**src/rtl/esdi_pkg.sv**
```systemverilog
// Shared definitions for the ESDI serial command channel: FSM states, frame
// length and the odd-parity helper also used by the drive-side receiver.
package esdi_pkg;

    localparam int ESDI_SERIAL_BITS = 17;

    typedef enum logic [2:0] {
        ST_IDLE,
        ST_C_SETUP,
        ST_C_REQ,
        ST_C_REL,
        ST_R_REQ,
        ST_R_REL,
        ST_DONE
    } esdi_state_t;

    // Bit that makes the 17-bit frame {word, bit} contain an odd number of ones.
    function automatic logic odd_parity(input logic [15:0] word);
        return ~^word;
    endfunction

endpackage

```
**src/rtl/esdi_sync.sv**
```systemverilog
// Multi-flop bit synchronizer with asynchronous active-low clear.
module esdi_sync #(
    parameter int STAGES = 2
) (
    input  logic clk,
    input  logic reset_n,
    input  logic d,
    output logic q
);

    logic [STAGES-1:0] sync_sr;

    always_ff @(posedge clk or negedge reset_n) begin
        if (!reset_n) begin
            sync_sr <= '0;
        end else begin
            sync_sr <= {sync_sr[STAGES-2:0], d};
        end
    end

    assign q = sync_sr[STAGES-1];

endmodule

```
**src/rtl/esdi_serial_cmd_initiator.sv**
```systemverilog
// Host-side ESDI serial command initiator: sends a 17-bit command frame, then
// optionally reads a 17-bit status word. ESDI_CMD_TIMEOUT_EN adds an ack timeout.
//
// state      | meaning
// IDLE       | ready for a command
// C_SETUP    | command_data driven, waiting out setup time
// C_REQ      | transfer_req high, waiting for ack
// C_REL      | transfer_req low, waiting for ack release
// R_REQ      | response bit request, waiting for ack
// R_REL      | response bit released, waiting for ack release
// DONE       | rsp_valid pulse, back to IDLE
module esdi_serial_cmd_initiator
    import esdi_pkg::*;
#(
    parameter int SYNC_STAGES  = 2,
    parameter int SETUP_CYCLES = 8
`ifdef ESDI_CMD_TIMEOUT_EN
    ,
    parameter int TIMEOUT_CYCLES = 125000
`endif
) (
    input  logic        clk,
    input  logic        reset_n,
    input  logic        cmd_valid,
    output logic        cmd_ready,
    input  logic [15:0] cmd_word,
    input  logic        cmd_expect_rsp,
    output logic        rsp_valid,
    output logic [15:0] rsp_data,
    output logic        rsp_parity_err,
    output logic        rsp_timeout,
    output logic        busy,
    output logic        transfer_req,
    output logic        command_data,
    input  logic        transfer_ack,
    input  logic        confstat_data
);

    localparam int SYNC_N = (SYNC_STAGES < 2) ? 2 : SYNC_STAGES;
    localparam int SETUP_W = (SETUP_CYCLES > 1) ? $clog2(SETUP_CYCLES) : 1;
    localparam logic [SETUP_W-1:0] SETUP_LOAD = SETUP_W'(SETUP_CYCLES - 1);
    localparam logic [4:0] LAST_BIT = 5'(ESDI_SERIAL_BITS - 1);

    esdi_state_t        state;
    logic [15:0]        tx_sr;
    logic [16:0]        rx_sr;
    logic [4:0]         bit_cnt;
    logic [SETUP_W-1:0] setup_cnt;
    logic               expect_rsp;
    logic               ack_s;
    logic               cfg_s;

    esdi_sync #(.STAGES(SYNC_N)) u_sync_ack (
        .clk     (clk),
        .reset_n (reset_n),
        .d       (transfer_ack),
        .q       (ack_s)
    );

    esdi_sync #(.STAGES(SYNC_N)) u_sync_cfg (
        .clk     (clk),
        .reset_n (reset_n),
        .d       (confstat_data),
        .q       (cfg_s)
    );

`ifdef ESDI_CMD_TIMEOUT_EN
    localparam int TO_W = (TIMEOUT_CYCLES > 1) ? $clog2(TIMEOUT_CYCLES) : 1;
    localparam logic [TO_W-1:0] TO_LOAD = TO_W'(TIMEOUT_CYCLES - 1);

    logic [TO_W-1:0] to_cnt;
    logic            waiting;
    logic            to_fire;
    logic            rsp_timeout_q;

    // A wait state whose exit condition is not met this cycle keeps counting;
    // anything else reloads, so each handshake wait gets a fresh budget.
    always_comb begin
        waiting = 1'b0;
        case (state)
            ST_C_REQ, ST_R_REQ: waiting = !ack_s;
            ST_C_REL, ST_R_REL: waiting = ack_s;
            default:            waiting = 1'b0;
        endcase
    end

    assign to_fire = waiting && (to_cnt == '0);

    always_ff @(posedge clk or negedge reset_n) begin
        if (!reset_n) begin
            to_cnt <= TO_LOAD;
        end else if (!waiting) begin
            to_cnt <= TO_LOAD;
        end else if (to_cnt != '0) begin
            to_cnt <= to_cnt - 1'b1;
        end
    end

    assign rsp_timeout = rsp_timeout_q;
`else
    assign rsp_timeout = 1'b0;
`endif

    always_ff @(posedge clk or negedge reset_n) begin
        if (!reset_n) begin
            state          <= ST_IDLE;
            tx_sr          <= '0;
            rx_sr          <= '0;
            bit_cnt        <= '0;
            setup_cnt      <= '0;
            expect_rsp     <= 1'b0;
            cmd_ready      <= 1'b1;
            busy           <= 1'b0;
            transfer_req   <= 1'b0;
            command_data   <= 1'b0;
            rsp_valid      <= 1'b0;
            rsp_data       <= '0;
            rsp_parity_err <= 1'b0;
`ifdef ESDI_CMD_TIMEOUT_EN
            rsp_timeout_q  <= 1'b0;
`endif
        end else begin
            rsp_valid <= 1'b0;
            case (state)
                ST_IDLE: begin
                    if (cmd_valid && cmd_ready) begin
                        tx_sr        <= {cmd_word[14:0], odd_parity(cmd_word)};
                        command_data <= cmd_word[15];
                        expect_rsp   <= cmd_expect_rsp;
                        bit_cnt      <= '0;
                        setup_cnt    <= SETUP_LOAD;
                        cmd_ready    <= 1'b0;
                        busy         <= 1'b1;
                        state        <= ST_C_SETUP;
                    end
                end
                ST_C_SETUP: begin
                    if (setup_cnt == '0) begin
                        transfer_req <= 1'b1;
                        state        <= ST_C_REQ;
                    end else begin
                        setup_cnt <= setup_cnt - 1'b1;
                    end
                end
                ST_C_REQ: begin
                    if (ack_s) begin
                        transfer_req <= 1'b0;
                        state        <= ST_C_REL;
                    end
                end
                ST_C_REL: begin
                    if (!ack_s) begin
                        if (bit_cnt == LAST_BIT) begin
                            bit_cnt      <= '0;
                            command_data <= 1'b0;
                            if (expect_rsp) begin
                                transfer_req <= 1'b1;
                                state        <= ST_R_REQ;
                            end else begin
                                rsp_valid      <= 1'b1;
                                rsp_data       <= '0;
                                rsp_parity_err <= 1'b0;
`ifdef ESDI_CMD_TIMEOUT_EN
                                rsp_timeout_q  <= 1'b0;
`endif
                                state          <= ST_DONE;
                            end
                        end else begin
                            command_data <= tx_sr[15];
                            tx_sr        <= {tx_sr[14:0], 1'b0};
                            bit_cnt      <= bit_cnt + 1'b1;
                            setup_cnt    <= SETUP_LOAD;
                            state        <= ST_C_SETUP;
                        end
                    end
                end
                ST_R_REQ: begin
                    // cfg_s and ack_s share synchronizer depth, so data is settled here.
                    if (ack_s) begin
                        rx_sr        <= {rx_sr[15:0], cfg_s};
                        transfer_req <= 1'b0;
                        state        <= ST_R_REL;
                    end
                end
                ST_R_REL: begin
                    if (!ack_s) begin
                        if (bit_cnt == LAST_BIT) begin
                            bit_cnt        <= '0;
                            rsp_valid      <= 1'b1;
                            rsp_data       <= rx_sr[16:1];
                            rsp_parity_err <= ~^rx_sr;
`ifdef ESDI_CMD_TIMEOUT_EN
                            rsp_timeout_q  <= 1'b0;
`endif
                            state          <= ST_DONE;
                        end else begin
                            bit_cnt      <= bit_cnt + 1'b1;
                            transfer_req <= 1'b1;
                            state        <= ST_R_REQ;
                        end
                    end
                end
                ST_DONE: begin
                    cmd_ready <= 1'b1;
                    busy      <= 1'b0;
                    state     <= ST_IDLE;
                end
                default: begin
                    state <= ST_IDLE;
                end
            endcase
`ifdef ESDI_CMD_TIMEOUT_EN
            if (to_fire) begin
                transfer_req   <= 1'b0;
                command_data   <= 1'b0;
                bit_cnt        <= '0;
                rsp_valid      <= 1'b1;
                rsp_data       <= '0;
                rsp_parity_err <= 1'b0;
                rsp_timeout_q  <= 1'b1;
                state          <= ST_DONE;
            end
`endif
        end
    end

endmodule

```
**config.mk**
```make
export PLATFORM = sky130hd
export DESIGN_NAME = esdi_serial_cmd_initiator
export DESIGN_NICKNAME = d
export VERILOG_FILES = /design/src/rtl/esdi_pkg.sv /design/src/rtl/esdi_sync.sv /design/src/rtl/esdi_serial_cmd_initiator.sv
export SDC_FILE = /design/constraint.sdc
export NUM_CORES = 1
export LEC_CHECK = 0
export CORE_MARGIN = 2
export CORE_UTILIZATION = 55
export CTS_CLUSTER_DIAMETER = 30
export DETAILED_ROUTE_END_ITERATION = 16
export PLACE_DENSITY = 0.76
export REMOVE_ABC_BUFFERS = 1
export SYNTH_ARGS = -nofsm -noshare
export SYNTH_HDL_FRONTEND = slang
export SYNTH_SLANG_ARGS = --single-unit
```
**constraint.sdc**
```tcl
create_clock -name clk -period 2.1 [get_ports clk]
set_input_delay 0.42 -clock clk [delete_from_list [all_inputs] [get_ports clk]]
set_output_delay 0.42 -clock clk [all_outputs]
set_load 0.01 [all_outputs]
```
======== After elaboration in Yosys (flattened, before gate mapping) ========
Cells that the tools add are included.
W data, S select, Z words.
storage, ports and cells
  bits in read-only memories .............. 0
  logic and storage cells ................. 119
  RAM bits ................................ 0
  register bits after elaboration ......... 71
  memories kept ........................... 0
  latch bits .............................. 0
operators by class
  equal/unequal tests ..................... 22
  mux-type cells .......................... 57
  shift operators ......................... 0
  div/mod/pow operators ................... 0
  order comparisons ....................... 0
  add/sub/neg operators ................... 2
  bitwise logic cells ..................... 0
  reduce and logical (&&, ||, !) cells .... 23
  multipliers ............................. 0
operator list
  operator               number
  $mux W16               8
  $pmux W16 S2           2
  $mux W3                11
  $ne A2 B2 Y1 const B   12
  $mux W1                22
  $pmux W3 S6            1
  $reduce_xnor A17 Y1    1
  $reduce_xnor A16 Y1    1
  $mux W5                3
  $reduce_and A6 Y1      2
  $pmux W1 S2            5
  $pmux W5 S2            1
  $eq A3 B3 Y1 const B   3
  $pmux W3 S3            1
  $reduce_and A8 Y1      1
  $reduce_bool A2 Y1     4
  $eq A3 B2 Y1 const B   2
  $logic_not A3 Y1       2
  $ne A2 B1 Y1 const B   3
  $reduce_and A2 Y1      3
  $reduce_and A3 Y1      2
  $add A5 B1 Y5 const B  1
  $eq A5 B5 Y1 const B   1
  $reduce_and A5 Y1      1
  9 further kinds        11

======== Depth between registers and ports, before layout ========
  depth after elaboration ................. 4
  mapped depth ............................ 8

======== Modules after synthesis ========
A second synthesis with hierarchy kept.
unflattened totals
  cells, all modules ...................... 323
  area, all modules ....................... 3455.8 um^2
modules (own cells, without submodules)
  module                     instances  sequential area each (um^2)  area an instance (um^2)  cells each
  esdi_serial_cmd_initiator  1          1677.9                       3355.7                   319
  esdi_sync                  2          50.0                         50.0                     2

======== Least setup slack after synthesis ========
Ideal clock, no wire load.
  kind .................................... flip-flop to flip-flop
  start point ............................. reg state[1]
  end point ............................... reg rx_sr[10]
  clock period less this slack ............ 1.622 ns
  arrival ................................. 1.498 ns
  path buffers ............................ 3
  slack ................................... 0.478 ns
  stages on the path, launching flop included .. 7
  library setup time ...................... 0.125 ns
  cells stage by stage .................... dfrtp_1 -> buf_4 -> nor2_1 -> and3_1 -> buf_2 -> buf_6 -> mux2_2
between the ends
  cells in the longest elaborated chain, start to end .. 2
RTL lines
  element                      RTL line                          source
  start, declared              esdi_serial_cmd_initiator.sv:44   esdi_state_t state;
  start signal, assigned       esdi_serial_cmd_initiator.sv:106  state <= ST_IDLE;
  start signal, assigned       esdi_serial_cmd_initiator.sv:134  state <= ST_C_SETUP;
  start signal, assigned       esdi_serial_cmd_initiator.sv:140  state <= ST_C_REQ;
  $eq A3 B3 Y1                 esdi_serial_cmd_initiator.sv:124  case (state)
  $reduce_and A2 Y1 (no line)  --
  end signal, assigned         esdi_serial_cmd_initiator.sv:180  rx_sr <= {rx_sr[15:0], cfg_s};
  end, declared                esdi_serial_cmd_initiator.sv:46   logic [16:0] rx_sr;
No other way between the ends.
A chain may end at the register's enable or synchronous reset.

======== Worst setup path in the final report ========
  start point ............................. reg cmd_ready
  end point ............................... out cmd_ready
RTL lines
  element                 RTL line                          source
  start, declared         esdi_serial_cmd_initiator.sv:25   output logic cmd_ready,
  start signal, assigned  esdi_serial_cmd_initiator.sv:112  cmd_ready <= 1'b1;
  start signal, assigned  esdi_serial_cmd_initiator.sv:132  cmd_ready <= 1'b0;
  start signal, assigned  esdi_serial_cmd_initiator.sv:204  cmd_ready <= 1'b1;
No word-level cell between the ends.

==> flow_summary.json <==
{
  "outcome": "finished, final reports clean",
  "rrSetupSlack_ps": 250,
  "netlist_instances": 307,
  "gp_congestion": 0.8324,
  "ant_nets": 0,
  "dp_cells": 422,
  "crit_chain": "clkdlybuf4s50_1",
  "final_nets": 384,
  "critPathSlowestCell": "dfstp_2",
  "clock-root-buffer": "clkbuf_8",
  "num_rows": 28,
  "r2r_start": "state[0]",
  "fmax_ghz": 0.5393,
  "period_needed_ps": 1854,
  "cp-start-kind": "flip-flop",
  "avgSynthCellArea_sq_um": 11.19,
  "clock-sinks": 71,
  "h-tree-depth": 3,
  "cts_buffers": 9,
  "final_cells": 438,
  "num_vias": 2387,
  "dieArea_sq_um": 6895,
  "io_pins": 45,
  "yosys-top-cells-area": "dfrtp_1 51%, xnor2_1 6.9%, mux2_2 6.6%",
  "cts_resized": 0,
  "utilization_pct": 69.99,
  "grt.overflow.total": 0,
  "n_antenna_cell": 0,
  "vias_per_cell": 5.450,
  "cp_num_buf_inv": 1,
  "slew_viol_final": 0,
  "routed_wl_um": 6520,
  "hpwlAfterDp_um": 4618,
  "netlist_area_sq_um": 3436,
  "drive_gt1_share_pct": 17.91,
  "io_buffers": 43,
  "grt_pass1_vias": 2439,
  "post-route-period-util_pct": 88.30,
  "p_leak_nw": 1.896,
  "reg2reg_depth": 6,
  "ys_warn_count": 0,
  "ctsLongestPathBuffers": 2,
  "area_delta_synth_final_pct": 22.03,
  "ir_drop_mv": 0.4872,
  "synth-main-ff-cell": "dfrtp_1",
  "hp-class": "in2async",
  "tritoncts": "done",
  "holdBufCountCts": 0,
  "grt_first_pass_wirelength_um": 11410,
  "fin_skew_ps": 6.632,
  "core_sq_um": 5991,
  "path_max_fanout": 5,
  "worstSkewPairLatency_ps": 340,
  "path_clk_slew_ps": 70,
  "power.density_nw_per_um2": 629.0,
  "hold_viol": 0,
  "drt_iter0_markers": 69,
  "ys_seq_area_share_pct": 51.75,
  "setup_violations": 0,
  "crit_arrival_ps": 1430,
  "critPathTopFamily": "flip-flops",
  "r2r-end": "bit_cnt[4]",
  "post-cts-setup-buffer-count": 0,
  "drc": 0,
  "initial_utilization_pct": 57.35,
  "antenna_found_initial": 0,
  "die_w_um": 83.04,
  "cp-end-kind": "primary output",
  "yosys.area.top_type": "dfrtp_1",
  "critical_path_class": "reg2out",
  "required_ps": 1680,
  "first_pass_iters": 4,
  "ys_async_sr_fraction_pct": 100.0,
  "grt_max_degree": 31,
  "gr-usage-all-layers_pct": 20.38,
  "synth_top_area_share_pct": 50.98,
  "routedWlPerCell_um": 14.89,
  "synth-edff-count": 0,
  "ys_ff_latch": 71,
  "maxCapViolations": 0,
  "die_h_um": 83.04,
  "rsz0062_at_grt": "false",
  "synthDistinctLibCells": 48,
  "cpPeakStageDelay_ps": 560
}
per-stage QoR:
step	setup TNS [ps]	cell area (sq um)	worst slack, ps	power, W	hold slack, ps
2_1_floorplan	-94.65	3328	-94.65	0.001468	124.4
3_3_place_gp	0	3988	151.9	0.001559	335.4
3_5_place_dp	0	3988	68.87	0.001561	337.1
4_1_cts	0	4193	225.6	0.002665	29.64
5_1_grt	0	4193	86.09	0.002748	58.28
6_report	0	4193	245.7	0.002637	32.45
logic make-up after synthesis:
| family | share of synthesized area, % |
|---|---|
| other | 0.1091 |
| DFF | 51.75 |
| muxes | 6.883 |
| xor gates and xnor gates | 9.068 |
| adders and majority gates | 1.457 |
| AOI/OAI and AO/OA | 13.33 |
| buffers and inverters | 4.115 |
| and+or+nand+nor | 13.29 |
power breakdown:
group	switching [W]	internal [W]
registers	0.00000364	0.00137
logic	0.0000747	0.0000834
clock network	0.000521	0.000585
total	0.000599	0.00204
synthesized netlist by cell type (3+ instances only):
master   count
dfrtp_1     70
nand2_1     38
xnor2_1     27
nor2_1      26
mux2_2      20
a22o_1      18
a31oi_1     18
a21oi_1      8
inv_1        8
o21ai_0      7
xor2_1       6
nand3_1      5
buf_2        4
buf_4        4
buf_6        4
ha_1         4
a21o_1       3
nor2_2       3
placed cells by master (no fill, tap or decap), drive strengths merged, types with 3 or more instances in the layout:
cell type	netlist	final
clkdlybuf4s50	0	42
xnor2	27	27
clkbuf	3	10
a22o	18	18
dfrtp	70	70
nand2	38	38
buf	12	13
inv	9	10
mux2	21	21
nand3	6	6
ha	4	4
nor2	30	30
a21o	3	3
a21oi	11	11
a31oi	18	18
xor2	6	6
o21ai	9	9
worst max path at each step:
stage | start | end | depth (start not counted)
finish | cmd_ready | cmd_ready | 1
global route | state[0] | rsp_data[3] | 4
CTS | cmd_ready | cmd_ready | 1
detailed placement | cmd_valid | tx_sr[11] | 7
global placement | cmd_valid | tx_sr[10] | 7
floorplan | state[1] | tx_sr[0] | 5
layout make-up:
class	count	area (sq um)
timing repair buffer	55	565.5
sequential	71	1778
inverter	9	33.78
clock buffer	10	137.6
clock inverter	6	67.56
tap	75	93.84
multi-input combinational	212	1516
fill	445	1798
routing by layer:
metal  share of wire (%)  track usage, %  wire length, um  vias to the layer above
li1                    -               -                -                     1165
met1                  47           27.45             3090                     1176
met2                  48           32.84             3155                       35
met3                 2.3           3.777              152                       11
met4                 1.9           8.048              121                        0
met5                   0               0                0                        -
sequential cells by signal, indices dropped and copies added (netlist names), 2 cells and up:
| register | count |
|---|---|
| setup_cnt | 3 |
| rsp_data | 16 |
| state | 3 |
| u_sync_cfg.sync_sr | 2 |
| rx_sr | 17 |
| u_sync_ack.sync_sr | 2 |
| bit_cnt | 5 |
| tx_sr | 16 |
(Power assumes the default switching activity.)
